==> config.mk <==
export PLATFORM = sky130hd
export DESIGN_NAME = uart_rx_frontend
export DESIGN_NICKNAME = d
export VERILOG_FILES = /design/src/rtl/uart_pkg.sv /design/src/rtl/uart_baud_tick.sv /design/src/rtl/uart_rx_frontend.sv
export SDC_FILE = /design/constraint.sdc
export NUM_CORES = 1
export LEC_CHECK = 0
export CORE_ASPECT_RATIO = 1.1
export CORE_UTILIZATION = 30
export DETAILED_ROUTE_END_ITERATION = 8
export DONT_BUFFER_PORTS = 1
export PLACE_DENSITY_LB_ADDON = 0.05
export SYNTH_ARGS = -nofsm -noshare
export SYNTH_HDL_FRONTEND = slang
export SYNTH_SLANG_ARGS = --single-unit
==> constraint.sdc <==
create_clock -name clk -period 5.3 [get_ports clk]
set_input_delay 0.53 -clock clk [delete_from_list [all_inputs] [get_ports clk]]
set_output_delay 0.53 -clock clk [all_outputs]
set_load 0.05 [all_outputs]
==> src/rtl/uart_pkg.sv <==
// Shared types and helpers for the UART receive/transmit path.
// The parity feature of the receiver is enabled with UART_RX_PARITY_EN.
package uart_pkg;

    localparam int DATA_BITS = 8;

    typedef enum logic [2:0] {
        IDLE,
        START,
        DATA,
        PARITY,
        STOP,
        WAIT_IDLE
    } uart_state_t;

    function automatic logic maj3(input logic a, input logic b, input logic c);
        return (a & b) | (a & c) | (b & c);
    endfunction

endpackage

==> src/rtl/uart_baud_tick.sv <==
// Oversampling tick generator: one-cycle tick every DIV clocks, phase reset by clr.
// Shared by the UART receiver and transmitter.
module uart_baud_tick #(
    parameter int DIV = 1
) (
    input  logic clk,
    input  logic rst_n,
    input  logic clr,
    output logic tick
);

    localparam int            CW   = (DIV > 1) ? $clog2(DIV) : 1;
    localparam logic [CW-1:0] LAST = CW'(DIV - 1);

    logic [CW-1:0] cnt;

    always_ff @(posedge clk or negedge rst_n) begin
        if (!rst_n) begin
            cnt <= '0;
        end else if (clr || cnt == LAST) begin
            cnt <= '0;
        end else begin
            cnt <= cnt + CW'(1);
        end
    end

    assign tick = (cnt == LAST);

endmodule

==> src/rtl/uart_rx_frontend.sv <==
// Oversampling UART receiver (8N1, LSB first) with valid/ready byte output.
// Define UART_RX_PARITY_EN to add an even-parity bit between data and stop.
module uart_rx_frontend
    import uart_pkg::*;
#(
    parameter int CLK_FREQ   = 16_000_000,
    parameter int BAUD       = 115_200,
    parameter int OVERSAMPLE = 16
) (
    input  logic       clk,
    input  logic       rst_n,
    input  logic       rx,
    output logic [7:0] rx_data,
    output logic       rx_valid,
    input  logic       rx_ready,
    output logic       frame_err,
    output logic       overrun,
    output logic       busy
);

    localparam int DIV = CLK_FREQ / (BAUD * OVERSAMPLE);
    localparam int M   = OVERSAMPLE / 2;
    localparam int SW  = $clog2(OVERSAMPLE);
    localparam int BW  = $clog2(DATA_BITS);

    localparam logic [SW-1:0] S_LO   = SW'(M - 1);
    localparam logic [SW-1:0] S_MID  = SW'(M);
    localparam logic [SW-1:0] S_HI   = SW'(M + 1);
    localparam logic [SW-1:0] S_LAST = SW'(OVERSAMPLE - 1);
    localparam logic [BW-1:0] B_LAST = BW'(DATA_BITS - 1);

    if (DIV < 1) begin : g_div_check
        $error("uart_rx_frontend: CLK_FREQ/(BAUD*OVERSAMPLE) must be at least 1");
    end
    if (OVERSAMPLE < 8 || (OVERSAMPLE % 2) != 0) begin : g_os_check
        $error("uart_rx_frontend: OVERSAMPLE must be even and at least 8");
    end

    logic                 rx_meta, rxs, rxs_d;
    uart_state_t          state;
    logic [SW-1:0]        s_cnt;
    logic [BW-1:0]        bit_idx;
    logic [1:0]           votes;
    logic [DATA_BITS-1:0] shreg;
    logic                 tick, start_edge, bit_val, sample_pt, bit_end;
`ifdef UART_RX_PARITY_EN
    logic                 parity_ok;
`endif

    // Two-flop synchroniser; reset to the idle (high) line level so release never fakes a start edge.
    always_ff @(posedge clk or negedge rst_n) begin
        if (!rst_n) begin
            rx_meta <= 1'b1;
            rxs     <= 1'b1;
            rxs_d   <= 1'b1;
        end else begin
            rx_meta <= rx;
            rxs     <= rx_meta;
            rxs_d   <= rxs;
        end
    end

    assign start_edge = (state == IDLE) && rxs_d && !rxs;

    uart_baud_tick #(.DIV(DIV)) u_tick (
        .clk   (clk),
        .rst_n (rst_n),
        .clr   (start_edge),
        .tick  (tick)
    );

    // Third vote is the live sample taken at M+1, so the decision needs no extra cycle.
    assign bit_val   = maj3(votes[0], votes[1], rxs);
    assign sample_pt = tick && (s_cnt == S_HI);
    assign bit_end   = tick && (s_cnt == S_LAST);
    assign busy      = (state != IDLE);

    // NOTE: all state and outputs update with <= so every branch below sees pre-edge values.
    always_ff @(posedge clk or negedge rst_n) begin
        if (!rst_n) begin
            state     <= IDLE;
            s_cnt     <= '0;
            bit_idx   <= '0;
            votes     <= '0;
            shreg     <= '0;
            rx_data   <= '0;
            rx_valid  <= 1'b0;
            frame_err <= 1'b0;
            overrun   <= 1'b0;
`ifdef UART_RX_PARITY_EN
            parity_ok <= 1'b1;
`endif
        end else begin
            frame_err <= 1'b0;
            overrun   <= 1'b0;
            if (rx_valid && rx_ready) begin
                rx_valid <= 1'b0;
            end

            if (tick && state != IDLE) begin
                s_cnt <= (s_cnt == S_LAST) ? '0 : s_cnt + SW'(1);
                if (s_cnt == S_LO)  votes[0] <= rxs;
                if (s_cnt == S_MID) votes[1] <= rxs;
            end

            case (state)
                IDLE: begin
                    if (start_edge) begin
                        state <= START;
                        s_cnt <= '0;
                    end
                end
                START: begin
                    if (sample_pt && bit_val) begin
                        state <= IDLE;
                    end else if (bit_end) begin
                        state   <= DATA;
                        bit_idx <= '0;
                    end
                end
                DATA: begin
                    if (sample_pt) begin
                        shreg <= {bit_val, shreg[DATA_BITS-1:1]};
                    end
                    if (bit_end) begin
                        if (bit_idx == B_LAST) begin
`ifdef UART_RX_PARITY_EN
                            state <= PARITY;
`else
                            state <= STOP;
`endif
                        end else begin
                            bit_idx <= bit_idx + BW'(1);
                        end
                    end
                end
`ifdef UART_RX_PARITY_EN
                PARITY: begin
                    if (sample_pt) begin
                        parity_ok <= ~(^shreg ^ bit_val);
                    end
                    if (bit_end) begin
                        state <= STOP;
                    end
                end
`endif
                STOP: begin
                    if (sample_pt) begin
                        if (!bit_val) begin
                            frame_err <= 1'b1;
                            state     <= WAIT_IDLE;
                        end else begin
                            state <= IDLE;
`ifdef UART_RX_PARITY_EN
                            if (!parity_ok) begin
                                frame_err <= 1'b1;
                            end else
`endif
                            if (!rx_valid || rx_ready) begin
                                rx_data  <= shreg;
                                rx_valid <= 1'b1;
                            end else begin
                                overrun <= 1'b1;
                            end
                        end
                    end
                end
                WAIT_IDLE: begin
                    if (rxs) begin
                        state <= IDLE;
                    end
                end
                default: state <= IDLE;
            endcase
        end
    end

endmodule

==> results.py <==
metrics = {
    "placement": {
        "dp_cells": 202,
        "gp_congestion": 0.741,
        "io_buffers": 0,
        "hpwl_um": 2070,
    },
    "global_route": {
        "overflow": 0,
        "grt_max_degree": 35,
        "grt_pass1_vias": 1103,
        "antenna_found_initial": 0,
        "grt_usage_pct": 12.0,
        "grt_pass1_wl_um": 5210,
    },
    "critical_path": {
        "ff2ff_path_depth": 4,
        "r2r-start": "state[1]$_DFFE_PN0P_",
        "cp-end-kind": "flop",
        "crit_buf_inv": 0,
        "slowest_delay_ps": 630,
        "critPathKind": "flop to flop",
        "start_kind": "flop",
        "cp_max_fo": 11,
        "path_delay_family": "simple AND/OR/NAND/NOR gates",
        "worstPathArrival_ps": 2250,
        "cp_num_cells": 4,
        "startpoint": "state[1]$_DFFE_PN0P_",
        "worst-endpoint-required_ps": 5480,
        "path_cells": "or3_1, nand3_1, nor3b_1, mux2_2",
        "cp_slowest_cell": "or3_1",
    },
    "floorplanning": {
        "die_h_um": 80.2,
        "dieArea_mm2": 0.00587,
        "io_pins": 16,
        "die_x_um": 73.1,
        "core_mm2": 0.00536,
        "initial_core_util_pct": 31.1,
        "rows": 28,
    },
    "route": {
        "drt_iter0_drc": 26,
        "drt_pre_antenna_iters": 4,
        "drcViolationCount": 0,
        "routed_wl_um": 2960,
        "vias": 1008,
        "vias_per_cell": 4.78,
        "antenna_left": 0,
        "wl_per_cell_um": 14.0,
    },
    "pwr": {
        "power.density_mw_per_mm2": 343,
        "p_clk_share_pct": 29.5,
        "p_switching_w": 0.000190,
        "leakagePower_nw": 0.845,
        "internal_power_w": 0.000441,
        "sw_frac_of_total_pct": 30.1,
        "pwr-share-seq_pct": 51.8,
        "peakVddDrop_mv": 0.133,
        "combPwrFrac_pct": 18.8,
    },
    "timing": {
        "grt_setup_unrepaired": "false",
        "fin_crit_sh_pct": 39.1,
        "finalHoldViolCount": 0,
        "final.setup_skew_ps": 9.16,
        "min_period_ps": 2070,
        "clock.fmax_mhz": 482,
        "fin_setup_tns_ps": 0,
        "tightest_slew_ps": 705,
        "slew_headroom_pct": 53.0,
        "drv_slew": 0,
        "setup_violations": 0,
    },
    "synth": {
        "ys_top_cells_by_area": "dfrtp_1, mux2_2, ha_1, dfstp_2, a21oi_1",
        "synth_cell_types": 40,
        "ys_seq_area_share_pct": 55.7,
        "syn_inst": 132,
        "synthTopCellsByCount": "dfrtp_1, mux2_2, nand2_1, nor2_1",
        "async_flop_share_pct": 100,
        "synth_area_per_cell_um2": 12.6,
        "synth_area_leader_cell": "dfrtp_1",
        "synth_nets": 143,
        "synth_flop_cell": "dfrtp_1",
        "synth_edf_count": 0,
        "syn_area_mm2": 0.00167,
        "synthMostInstantiatedCell": "dfrtp_1",
        "synth_warnings": 0,
        "synth_top_area_share_pct": 51.0,
        "ys_ff_latch": 37,
    },
    "clock_tree": {
        "cts_sinks": 37,
        "insertion_delay_ps": 290,
        "cts_tree": "built",
        "htree_levels": 2,
        "numCtsBuffers": 5,
        "clockRootBuffer": "clkbuf_8",
        "clk_pin_slew_ps": 70,
        "clk_path_buf_depth": 2,
        "post-cts-setup-buffers": 0,
    },
    "finish": {
        "fin_cells": 211,
        "antenna_cells": 0,
        "syn_to_final_growth_pct": 10.1,
        "drive_above_1_share_pct": 25.7,
        "nNetsFinal": 146,
    },
    "run": {
        "cap_violations": 0,
    },
    "min_path": {
        "min_path_type": "input port to async pin",
    },
    "run_status": {
        "outcome": "finished, final reports clean",
    },
}
placed cells by master (no fill, tap or decap), drive strengths merged, types with 2 or more instances in the layout:
cell type,instances
a21oi,7
a22o,2
a31oi,2
and2,2
clkbuf,6
clkinv,2
dfrtp,34
dfstp,3
ha,7
inv,2
mux2,20
nand2,8
nand2b,2
nand3,6
nand4,2
nor2,9
nor2b,2
nor3b,2
o21ai,2
worst register-to-register path, cell delays in order (launching register included):
cell and delay [ps]:
dfrtp_1 530, or3_1 630, nand3_1 210, nor3b_1 250, mux2_2 350
through the flow:
step	cell area [um^2]	util [%]	power (W)	worst slack (ps)	hold WS (ps)
after floorplan	1670	-	0.000425	3300	234
after global placement	1740	32.4	0.000439	3280	235
after detailed placement	1740	32.4	0.000445	3230	236
after CTS	1840	34.3	0.000643	3230	68.3
after global routing	1840	34.3	0.000676	3100	56.5
final	1840	34.3	0.000631	3230	68.6
flip-flops by register name, indices dropped and copies added, names as in the netlist:
| register | cells |
|---|---|
| state | 3 |
| votes | 2 |
| rx_meta | 1 |
| overrun | 1 |
| rx_data | 8 |
| u_tick.cnt | 3 |
| shreg | 8 |
| frame_err | 1 |
| bit_idx | 3 |
| rxs | 1 |
| rxs_d | 1 |
| rx_valid | 1 |
| s_cnt | 4 |
routing by layer:
layer | part of all wire, % | track usage, % | up-vias
met5 | 0 | 0 | -
met3 | 4.2 | 4.14 | 5
met2 | 51 | 20.3 | 12
met1 | 43 | 13.6 | 509
li1 | - | - | 482
met4 | 1.9 | 5.29 | 0
layout make-up:
type / count / area [um^2]
Multi-Input combinational cell: 88 / 704
Inverter: 2 / 7.51
Timing Repair Buffer: 1 / 20.0
Fill cell: 541 / 3520
Clock buffer: 6 / 72.6
Tap cell: 75 / 93.8
Sequential cell: 37 / 930
Clock inverter: 2 / 10.0
worst paths after layout:
check                                               to  slack, ps
min in group clk                     rx_meta$_DFF_PN1_        240
worst min register to register           rxs$_DFF_PN1_        350
worst max-delay path              votes[0]$_DFFE_PN0P_       3230
worst max register to register    votes[0]$_DFFE_PN0P_       3230
worst min-delay path                s_cnt[3]$_DFF_PN0_         70
max in group asynchronous       rx_data[7]$_DFFE_PN0P_       5040
timing repair:
action                                  4_1_cts  5_1_grt
endpoints found under the setup margin        0        0
resized for setup                             0        0
hold buffers                                  1        0
hold endpoints to repair                     34        0
logic make-up (layout without fill, tap and decap cells):
group	count (synthesis)	in the layout	share of synthesized area (%)
flip-flops	37	37	55.7
AND/OR/NAND/NOR	41	41	15.1
AO/OA/AOI/OAI	18	18	7.27
adder cells (fa/ha/maj)	8	8	5.85
XOR/XNOR	1	1	0.525
buffers and inverters	7	11	2.10
multiplexers	20	20	13.5
power by group through the flow:
| stage | sequential [W] | combinational, W | clock, W |
|---|---|---|---|
| 6_report | 0.000326 | 0.000118 | 0.000186 |
| 4_1_cts | 0.000327 | 0.000120 | 0.000195 |
| 3_5_place_dp | 0.000333 | 0.000112 | 0 |
| 5_1_grt | 0.000329 | 0.000135 | 0.000211 |
| 3_3_place_gp | 0.000332 | 0.000107 | 0 |
| 2_1_floorplan | 0.000327 | 0.0000978 | 0 |
Power figures use the tool's default switching activity.
